**config.mk**
```make
export PLATFORM = sky130hd
export DESIGN_NAME = nunchuk_bcd_converter_flat
export DESIGN_NICKNAME = d
export VERILOG_FILES = /design/src/rtl/nunchuk_bcd_converter_if.sv /design/src/rtl/nunchuk_bcd_converter.sv /design/src/flat_wrapper.sv
export SDC_FILE = /design/constraint.sdc
export NUM_CORES = 1
export LEC_CHECK = 0
export ABC_AREA = 1
export CORE_ASPECT_RATIO = 1.2
export CORE_UTILIZATION = 45
export DETAILED_ROUTE_END_ITERATION = 6
export GPL_ROUTABILITY_DRIVEN = 0
export HOLD_SLACK_MARGIN = 0.15
export PLACE_DENSITY = 0.68
export RECOVER_POWER = 100
export SLEW_MARGIN = 20
export SYNTH_ARGS = -nofsm -noshare
export SYNTH_HDL_FRONTEND = slang
export SYNTH_SLANG_ARGS = --single-unit
```
**constraint.sdc**
```tcl
create_clock -name clk -period 4 [get_ports clk]
set_input_delay 1.2 -clock clk [delete_from_list [all_inputs] [get_ports clk]]
set_output_delay 1.2 -clock clk [all_outputs]
set_load 0.1 [all_outputs]
```
**src/rtl/nunchuk_bcd_converter_if.sv**
```systemverilog
// Sample/result bundle between the nunchuk register block and the digit decoders.
// master drives the sample side; slave is the converter.
interface nunchuk_bcd_converter_if #(
  parameter int unsigned WIDTH  = 8,
  parameter int unsigned DIGITS = 3
);
  logic                  in_valid;
  logic                  in_ready;
  logic [WIDTH-1:0]      in_value;
  logic                  in_z;
  logic                  in_c;
  logic                  out_valid;
  logic [4*DIGITS-1:0]   digits;
  logic                  z_out;
  logic                  c_out;
  logic                  busy;

  modport master (
    output in_valid, in_value, in_z, in_c,
    input  in_ready, out_valid, digits, z_out, c_out, busy
  );

  modport slave (
    input  in_valid, in_value, in_z, in_c,
    output in_ready, out_valid, digits, z_out, c_out, busy
  );
endinterface

```
**src/rtl/nunchuk_bcd_converter.sv**
```systemverilog
// Iterative double-dabble binary-to-BCD converter, one input bit per cycle,
// with registered digit codes and optional leading-zero blanking.
module nunchuk_bcd_converter #(
  parameter int unsigned WIDTH    = 8,
  parameter int unsigned DIGITS   = 3,
  parameter bit          BLANK_LZ = 1'b1
) (
  input  logic                   clk,
  input  logic                   rst_n,
  nunchuk_bcd_converter_if.slave bus
);

  localparam int unsigned BCD_W = 4 * DIGITS;
  localparam int unsigned CNT_W = $clog2(WIDTH + 1);

  typedef enum logic {
    ST_IDLE  = 1'b0,
    ST_SHIFT = 1'b1
  } state_e;

  state_e             state_q, state_d;
  logic [WIDTH-1:0]   bin_sr_q, bin_sr_d;
  logic [BCD_W-1:0]   bcd_sr_q, bcd_sr_d;
  logic [CNT_W-1:0]   cnt_q, cnt_d;
  logic               z_hold_q, z_hold_d;
  logic               c_hold_q, c_hold_d;
  logic [BCD_W-1:0]   digits_q, digits_d;
  logic               z_out_q, z_out_d;
  logic               c_out_q, c_out_d;
  logic               out_valid_q, out_valid_d;
  logic               busy_q, busy_d;

  logic [BCD_W-1:0]   bcd_corr_c;
  logic [BCD_W-1:0]   bcd_shift_c;

  // Replace zero digits above the first nonzero one with the blank code; ones digit always shown.
  function automatic logic [BCD_W-1:0] blank_lz(input logic [BCD_W-1:0] raw);
    logic [BCD_W-1:0] res;
    logic             lead;
    res  = raw;
    lead = 1'b1;
    for (int i = DIGITS - 1; i > 0; i--) begin
      if (lead && (raw[4*i +: 4] == 4'd0)) begin
        res[4*i +: 4] = 4'hF;
      end else begin
        lead = 1'b0;
      end
    end
    return res;
  endfunction

  // Add-3 correction on every nibble >= 5, then shift the next binary MSB in.
  always_comb begin
    bcd_corr_c = bcd_sr_q;
    for (int i = 0; i < DIGITS; i++) begin
      if (bcd_sr_q[4*i +: 4] >= 4'd5) begin
        bcd_corr_c[4*i +: 4] = bcd_sr_q[4*i +: 4] + 4'd3;
      end
    end
    bcd_shift_c = (bcd_corr_c << 1) | BCD_W'(bin_sr_q[WIDTH-1]);
  end

  always_comb begin
    state_d     = state_q;
    bin_sr_d    = bin_sr_q;
    bcd_sr_d    = bcd_sr_q;
    cnt_d       = cnt_q;
    z_hold_d    = z_hold_q;
    c_hold_d    = c_hold_q;
    digits_d    = digits_q;
    z_out_d     = z_out_q;
    c_out_d     = c_out_q;
    out_valid_d = 1'b0;
    busy_d      = busy_q;

    case (state_q)
      ST_IDLE: begin
        if (bus.in_valid) begin
          bin_sr_d = bus.in_value;
          bcd_sr_d = '0;
          cnt_d    = CNT_W'(WIDTH);
          z_hold_d = bus.in_z;
          c_hold_d = bus.in_c;
          busy_d   = 1'b1;
          state_d  = ST_SHIFT;
        end
      end
      ST_SHIFT: begin
        bin_sr_d = bin_sr_q << 1;
        bcd_sr_d = bcd_shift_c;
        cnt_d    = cnt_q - CNT_W'(1);
        if (cnt_q == CNT_W'(1)) begin
          digits_d    = BLANK_LZ ? blank_lz(bcd_shift_c) : bcd_shift_c;
          z_out_d     = z_hold_q;
          c_out_d     = c_hold_q;
          out_valid_d = 1'b1;
          busy_d      = 1'b0;
          state_d     = ST_IDLE;
        end
      end
      default: begin
        state_d = ST_IDLE;
      end
    endcase
  end

  always_ff @(posedge clk) begin
    if (!rst_n) begin
      state_q     <= ST_IDLE;
      bin_sr_q    <= '0;
      bcd_sr_q    <= '0;
      cnt_q       <= '0;
      z_hold_q    <= 1'b0;
      c_hold_q    <= 1'b0;
      digits_q    <= '1;
      z_out_q     <= 1'b0;
      c_out_q     <= 1'b0;
      out_valid_q <= 1'b0;
      busy_q      <= 1'b0;
    end else begin
      state_q     <= state_d;
      bin_sr_q    <= bin_sr_d;
      bcd_sr_q    <= bcd_sr_d;
      cnt_q       <= cnt_d;
      z_hold_q    <= z_hold_d;
      c_hold_q    <= c_hold_d;
      digits_q    <= digits_d;
      z_out_q     <= z_out_d;
      c_out_q     <= c_out_d;
      out_valid_q <= out_valid_d;
      busy_q      <= busy_d;
    end
  end

  // Ready is a pure function of state and reset so the source sees no path from in_valid.
  assign bus.in_ready  = rst_n && (state_q == ST_IDLE);
  assign bus.out_valid = out_valid_q;
  assign bus.digits    = digits_q;
  assign bus.z_out     = z_out_q;
  assign bus.c_out     = c_out_q;
  assign bus.busy      = busy_q;

endmodule

```
**src/flat_wrapper.sv**
```systemverilog
// flat-port wrapper written by rule: the top's interface ports become plain ports
module nunchuk_bcd_converter_flat 
#(
  parameter int unsigned WIDTH    = 8,
  parameter int unsigned DIGITS   = 3,
  parameter bit          BLANK_LZ = 1'b1
)
  (clk, rst_n, bus_in_valid, bus_in_value, bus_in_z, bus_in_c, bus_in_ready, bus_out_valid, bus_digits, bus_z_out, bus_c_out, bus_busy);
  nunchuk_bcd_converter_if #(.WIDTH(WIDTH), .DIGITS(DIGITS)) bus_i ();
  input  logic clk;
  input  logic rst_n;
  input wire logic [$bits(bus_i.in_valid)-1:0] bus_in_valid;
  input wire logic [$bits(bus_i.in_value)-1:0] bus_in_value;
  input wire logic [$bits(bus_i.in_z)-1:0] bus_in_z;
  input wire logic [$bits(bus_i.in_c)-1:0] bus_in_c;
  output wire logic [$bits(bus_i.in_ready)-1:0] bus_in_ready;
  output wire logic [$bits(bus_i.out_valid)-1:0] bus_out_valid;
  output wire logic [$bits(bus_i.digits)-1:0] bus_digits;
  output wire logic [$bits(bus_i.z_out)-1:0] bus_z_out;
  output wire logic [$bits(bus_i.c_out)-1:0] bus_c_out;
  output wire logic [$bits(bus_i.busy)-1:0] bus_busy;
  assign bus_i.in_valid = bus_in_valid;
  assign bus_i.in_value = bus_in_value;
  assign bus_i.in_z = bus_in_z;
  assign bus_i.in_c = bus_in_c;
  assign bus_in_ready = bus_i.in_ready;
  assign bus_out_valid = bus_i.out_valid;
  assign bus_digits = bus_i.digits;
  assign bus_z_out = bus_i.z_out;
  assign bus_c_out = bus_i.c_out;
  assign bus_busy = bus_i.busy;
  nunchuk_bcd_converter #(.WIDTH(WIDTH), .DIGITS(DIGITS), .BLANK_LZ(BLANK_LZ)) u_core (.clk(clk), .rst_n(rst_n), .bus(bus_i));
endmodule
```
# Word-level counts from Yosys, hierarchy flattened
# Index checks and enable logic that the tools add are counted.
# word_totals
regBits	43
latch_bits	0
mem_bits_rw	0
romBits	0
inputBits	13
output_inout_bits	17
n_memories	0
# classes
n_addsub	4
multipliers	0
div	0
order_cmp	3
eq_ne	3
shifts	0
muxes	21
bitwise	2
n_reduce_logical	8
# op_table
operator	n
case mux 12 bit (2 select lines)	1
two-way mux 4 bit	5
case mux 8 bit (2 select lines)	1
>= comparator 4 x 3 -> 1 bit, second input constant	3
two-way mux 12 bit	1
bitwise OR 12 x 1 -> 12 bit	1
adder 4 x 2 -> 4 bit, second input constant	2
zero test 4 bit	2
two-way mux 1 bit	8
two-way mux 8 bit	1
case mux 4 bit (2 select lines)	1
AND reduction 2 bit	4
== test 4 x 1 -> 1 bit, second input constant	1
!= test 2 bit, second input constant	2
case mux 1 bit (2 select lines)	2
subtractor 4 x 1 -> 4 bit, second input constant	1
adder 3 x 2 -> 3 bit, second input constant	1
two-way mux 3 bit	1
logical AND 1 bit	2
inverter 1 bit	1

# Logic depth before layout (Yosys ltp)
# Gate-level depths: netlist of run 1.
# logic_depth
ltp_word	9
mapped_depth	11
depth_no_buf	11

# Least setup slack after synthesis of run 1
# OpenSTA, ideal clock, no wires.
# synth_path
kind	input to output
from	input rst_n
to	output bus_in_ready
arrival_time_ns	2.719
t_required_ns	2.800
setup_slack_ns	0.081
cell_stages	3
n_path_buf	1
path_cell_list	inv_2 > buf_1 > nor2_1
# synth_via
elab_chain_cells	1
# synth_rtl
item	line	text
from (decl)	flat_wrapper.sv:11	input logic rst_n;
logical AND 1 bit	nunchuk_bcd_converter.sv:136	assign bus.in_ready = rst_n && (state_q == ST_IDLE);
to (decl)	flat_wrapper.sv:16	output wire logic [$bits(bus_i.in_ready)-1:0] bus_in_ready;
# Every way passes these cells.

# Worst setup path in the final report of run 1
# Ends and elaborated chain as after synthesis.

==> impl_results.md, run 1 <==
- # Post-CTS Setup Buffers: 0
- Dominant cell type by area after synthesis: dfxtp_1
- Final Critical Period: around 3700 ps
- Number of flops mapped to enable cells by yosys: 0
- # IOs: 30
- Gr usage total: 0.181
- Initial cell density of the core: 0.470
- Num CTS Buffers: 5
- Setup crit end kind: primary output
- Placed cells: ~360
- Pre-CTS setup slack: 597 ps
- Rel. slew slack: 0.341
- GRT busiest layer: met2
- Power Dens Cells: roughly 340 nW/um^2
- Finished Layout Cells: around 370
- Multi-input logic area: approximately 930 um^2
- Initial antenna violation count: 0
- Met3 Use GR: 0.0455
- Setup slack after layout: 346 ps
- Worst hold path depth: 2
- Fmax: ~270 MHz
- Placement Cell Area: approximately 2400 um^2
- Final Hold Vio Count: 0
- Final Max Tran Viols: 0
- Critical path depth: 4
- Clock Path Buffers: 2
- Setup violators final: 0
- Final worst-path cycle share: 0.913
- Fin util: 0.562
- Synthesized flop and latch total: 43
- WP data required: approximately 2800 ps
- Crit path cell chain: dlygate4sd3_1 -> inv_2 -> nor2_1 -> clkbuf_2
- Crit path arrival time: 2450 ps
- PortBufs: 29
- Fraction of registers with async set/reset: 0
- Logic pwr share: 0.127
- Core Area: between 4000 and 5000 um^2
- Post-synthesis sequential area ratio: 0.430
- Syn_area_per_cell: a little over 7 um^2
- Vias/cell: roughly 4.9
- Clock power share: 0.323
- Clock skew: between 7 and 8 ps
- Antenna diodes: 0
- Residual DRC count: 0
- Max-Cap Viols: 0
- Critical path type: in2out
- Power, Total: 0.820 mW
- DR WL/cell: around 11 um
- Post-route cell area: around 2400 um^2
- Min-delay worst type: reg2reg
- Setup TNS: 0 ps
- H-Tree Depth: 2
- Synth cell types: 29
- Die X: roughly 63 um
- Worst hold slack: around 450 ps
- DRT iter0 DRCs: 73
- Clk Tree Root Cell: clkbuf_8
- GRT met2 Usage: 0.339
- DP HPWL: about 2900 um
- Worst Path Buf+Inv: 3
- Antenna Nets Post-Route: 0
- Fillers: between 400 and 500
- Dominant cells by area after synthesis: dfxtp_1 43%, nand2_1 14%, a21oi_1 6.7%, inv_1 6.7%, nor2_1 5.6%
- Internal power: between 0.5 and 0.6 mW
- DRT Wirelength: between 4000 and 5000 um
- Mapped Cells: around 280
- Peak VDD IR: between 0.15 and 0.2 mV
- Post-synth top cells: 73 x nand2_1, 43 x dfxtp_1, 36 x inv_1
- Actual slew at the worst max-slew pin: about 990 ps
- FF-to-FF path depth: 5
- Reg clk slew, reported paths: 70 ps
- Hold-fix buffers, CTS: 0
- Worst stage delay on the critical path: about 570 ps
- NetSw: around 0.22 mW
- Leakage power: 1.10 nW
- Vias in the first global route: between 1,500 and 2,000
- Routing usage on met1: 0.196
- Layout cells sized above 1: 0.0677
- Die H: between 70 and 80 um
- Die footprint: 4720 um^2
- Number of clock sinks: 43
- Clock Latency Late Sink: roughly 300 ps
- Count leader, synth: nand2_1
- Outcome: finished clean
- Vias post-DR: between 1,500 and 2,000
- Synth Flop Type: dfxtp_1
- Gr ovfl total: 0
- Synth warnings: 0
- Resized cells post-CTS: 0
- Critical path fanouts, max: 2
- Pin count of the biggest net entering global routing: 25
- Area grow syn2layout: 19.6%
- Layout Nets: 330
- Sw Share: 0.272
- RSZ-0062 raised after global routing: false
- Row count: 26
- Slowest CP cell: dlygate4sd3_1
- First-pass GRT wire length: between 6000 and 7000 um
- Critical Path Start Type: primary input
- Sequential share of power: 0.549
- Cell family with most CP delay: buffers and inverters
- Register area: about 860 um^2
- Drt first pass iters: 4
- CTS tree: built
- Area share of the largest cell type after synthesis: 0.430
- Syn_nets: 300
- Mapped cell area: approximately 2000 um^2
==> cells by family after synthesis <==
logic type	synth area share
AOI/OAI and AO/OA	0.127
xor gates and xnor gates	0.00437
adders and majority gates	0.0500
buffers and inverters	0.0987
DFF	0.430
and+or+nand+nor	0.290
==> cell usage in the layout (no fill, tap or decap), drive strengths merged, types with 3 or more instances in the layout <==
| cell type | netlist | final |
|---|---|---|
| dlygate4sd3 | 0 | 18 |
| nand4 | 4 | 4 |
| inv | 39 | 39 |
| a21oi | 27 | 27 |
| clkdlybuf4s50 | 0 | 10 |
| a22oi | 4 | 4 |
| clkbuf | 2 | 10 |
| nor2 | 34 | 34 |
| o21ai | 9 | 9 |
| ha | 8 | 8 |
| nand2 | 76 | 76 |
| nand3 | 14 | 14 |
| dfxtp | 43 | 43 |
| o22ai | 3 | 3 |
==> worst min-delay path: cells and delay by family, from the launching register on <==
kind                   cells  cell delay, ps
buffers and inverters      1              60
AOI/OAI and AO/OA          1              50
DFF                        1             300
==> layer usage <==
layer	wire length [um]	part of all wire
met1	1810	0.45
met3	134	0.033
met5	0	0
met2	2030	0.50
met4	55	0.014
==> power groups by stage <==
stage          clock, mW  combinational [mW]  sequential [mW]
5_1_grt            0.291               0.113            0.452
6_report           0.265               0.104            0.451
3_3_place_gp           0               0.111            0.460
4_1_cts            0.274               0.112            0.450
2_1_floorplan          0              0.0578            0.480
3_5_place_dp           0               0.112            0.461
==> state kept, by name, indices dropped and copies added, names as in the netlist <==
name and cells:
u_core.bus.busy 1, u_core.bus.c_out 1, u_core.bus.digits 12, u_core.bus.out_valid 1
u_core.state_q 1, u_core.bcd_sr_q 12, u_core.c_hold_q 1, u_core.cnt_q 4
u_core.bin_sr_q 8, u_core.z_hold_q 1, u_core.bus.z_out 1
==> cell type report <==
| type | count | area share |
|---|---|---|
| flip-flops and latches | 43 | 0.359 |
| well taps | 56 | 0.0293 |
| multi-input cells | 187 | 0.388 |
| repair buffers | 33 | 0.129 |
| clock buffers | 7 | 0.0319 |
| inverters | 39 | 0.0611 |
| clock inverters | 1 | 0.00209 |
==> final timing paths <==
| check | startpoint | endpoint | slack, ps |
|---|---|---|---|
| min | u_core.z_hold_q$_SDFFE_PN0P_ | u_core.z_hold_q$_SDFFE_PN0P_ | 450 |
| min reg2reg | u_core.z_hold_q$_SDFFE_PN0P_ | u_core.z_hold_q$_SDFFE_PN0P_ | 450 |
| max reg2reg | u_core.state_q$_SDFF_PN0_ | u_core.bcd_sr_q[2]$_SDFFE_PN0P_ | 1920 |
| max | rst_n | bus_in_ready | 350 |
Power figures use the tool's default switching activity.
==> inputs of run 2 (changes only) <==
--- a/config.mk
+++ b/config.mk
@@ -13,7 +13,6 @@
 export HOLD_SLACK_MARGIN = 0.15
 export PLACE_DENSITY = 0.68
 export RECOVER_POWER = 100
-export SLEW_MARGIN = 20
 export SYNTH_ARGS = -nofsm -noshare
 export SYNTH_HDL_FRONTEND = slang
 export SYNTH_SLANG_ARGS = --single-unit
==> results of run 2 <==
Final layout, timing and power as in run 1 (identical DEF).
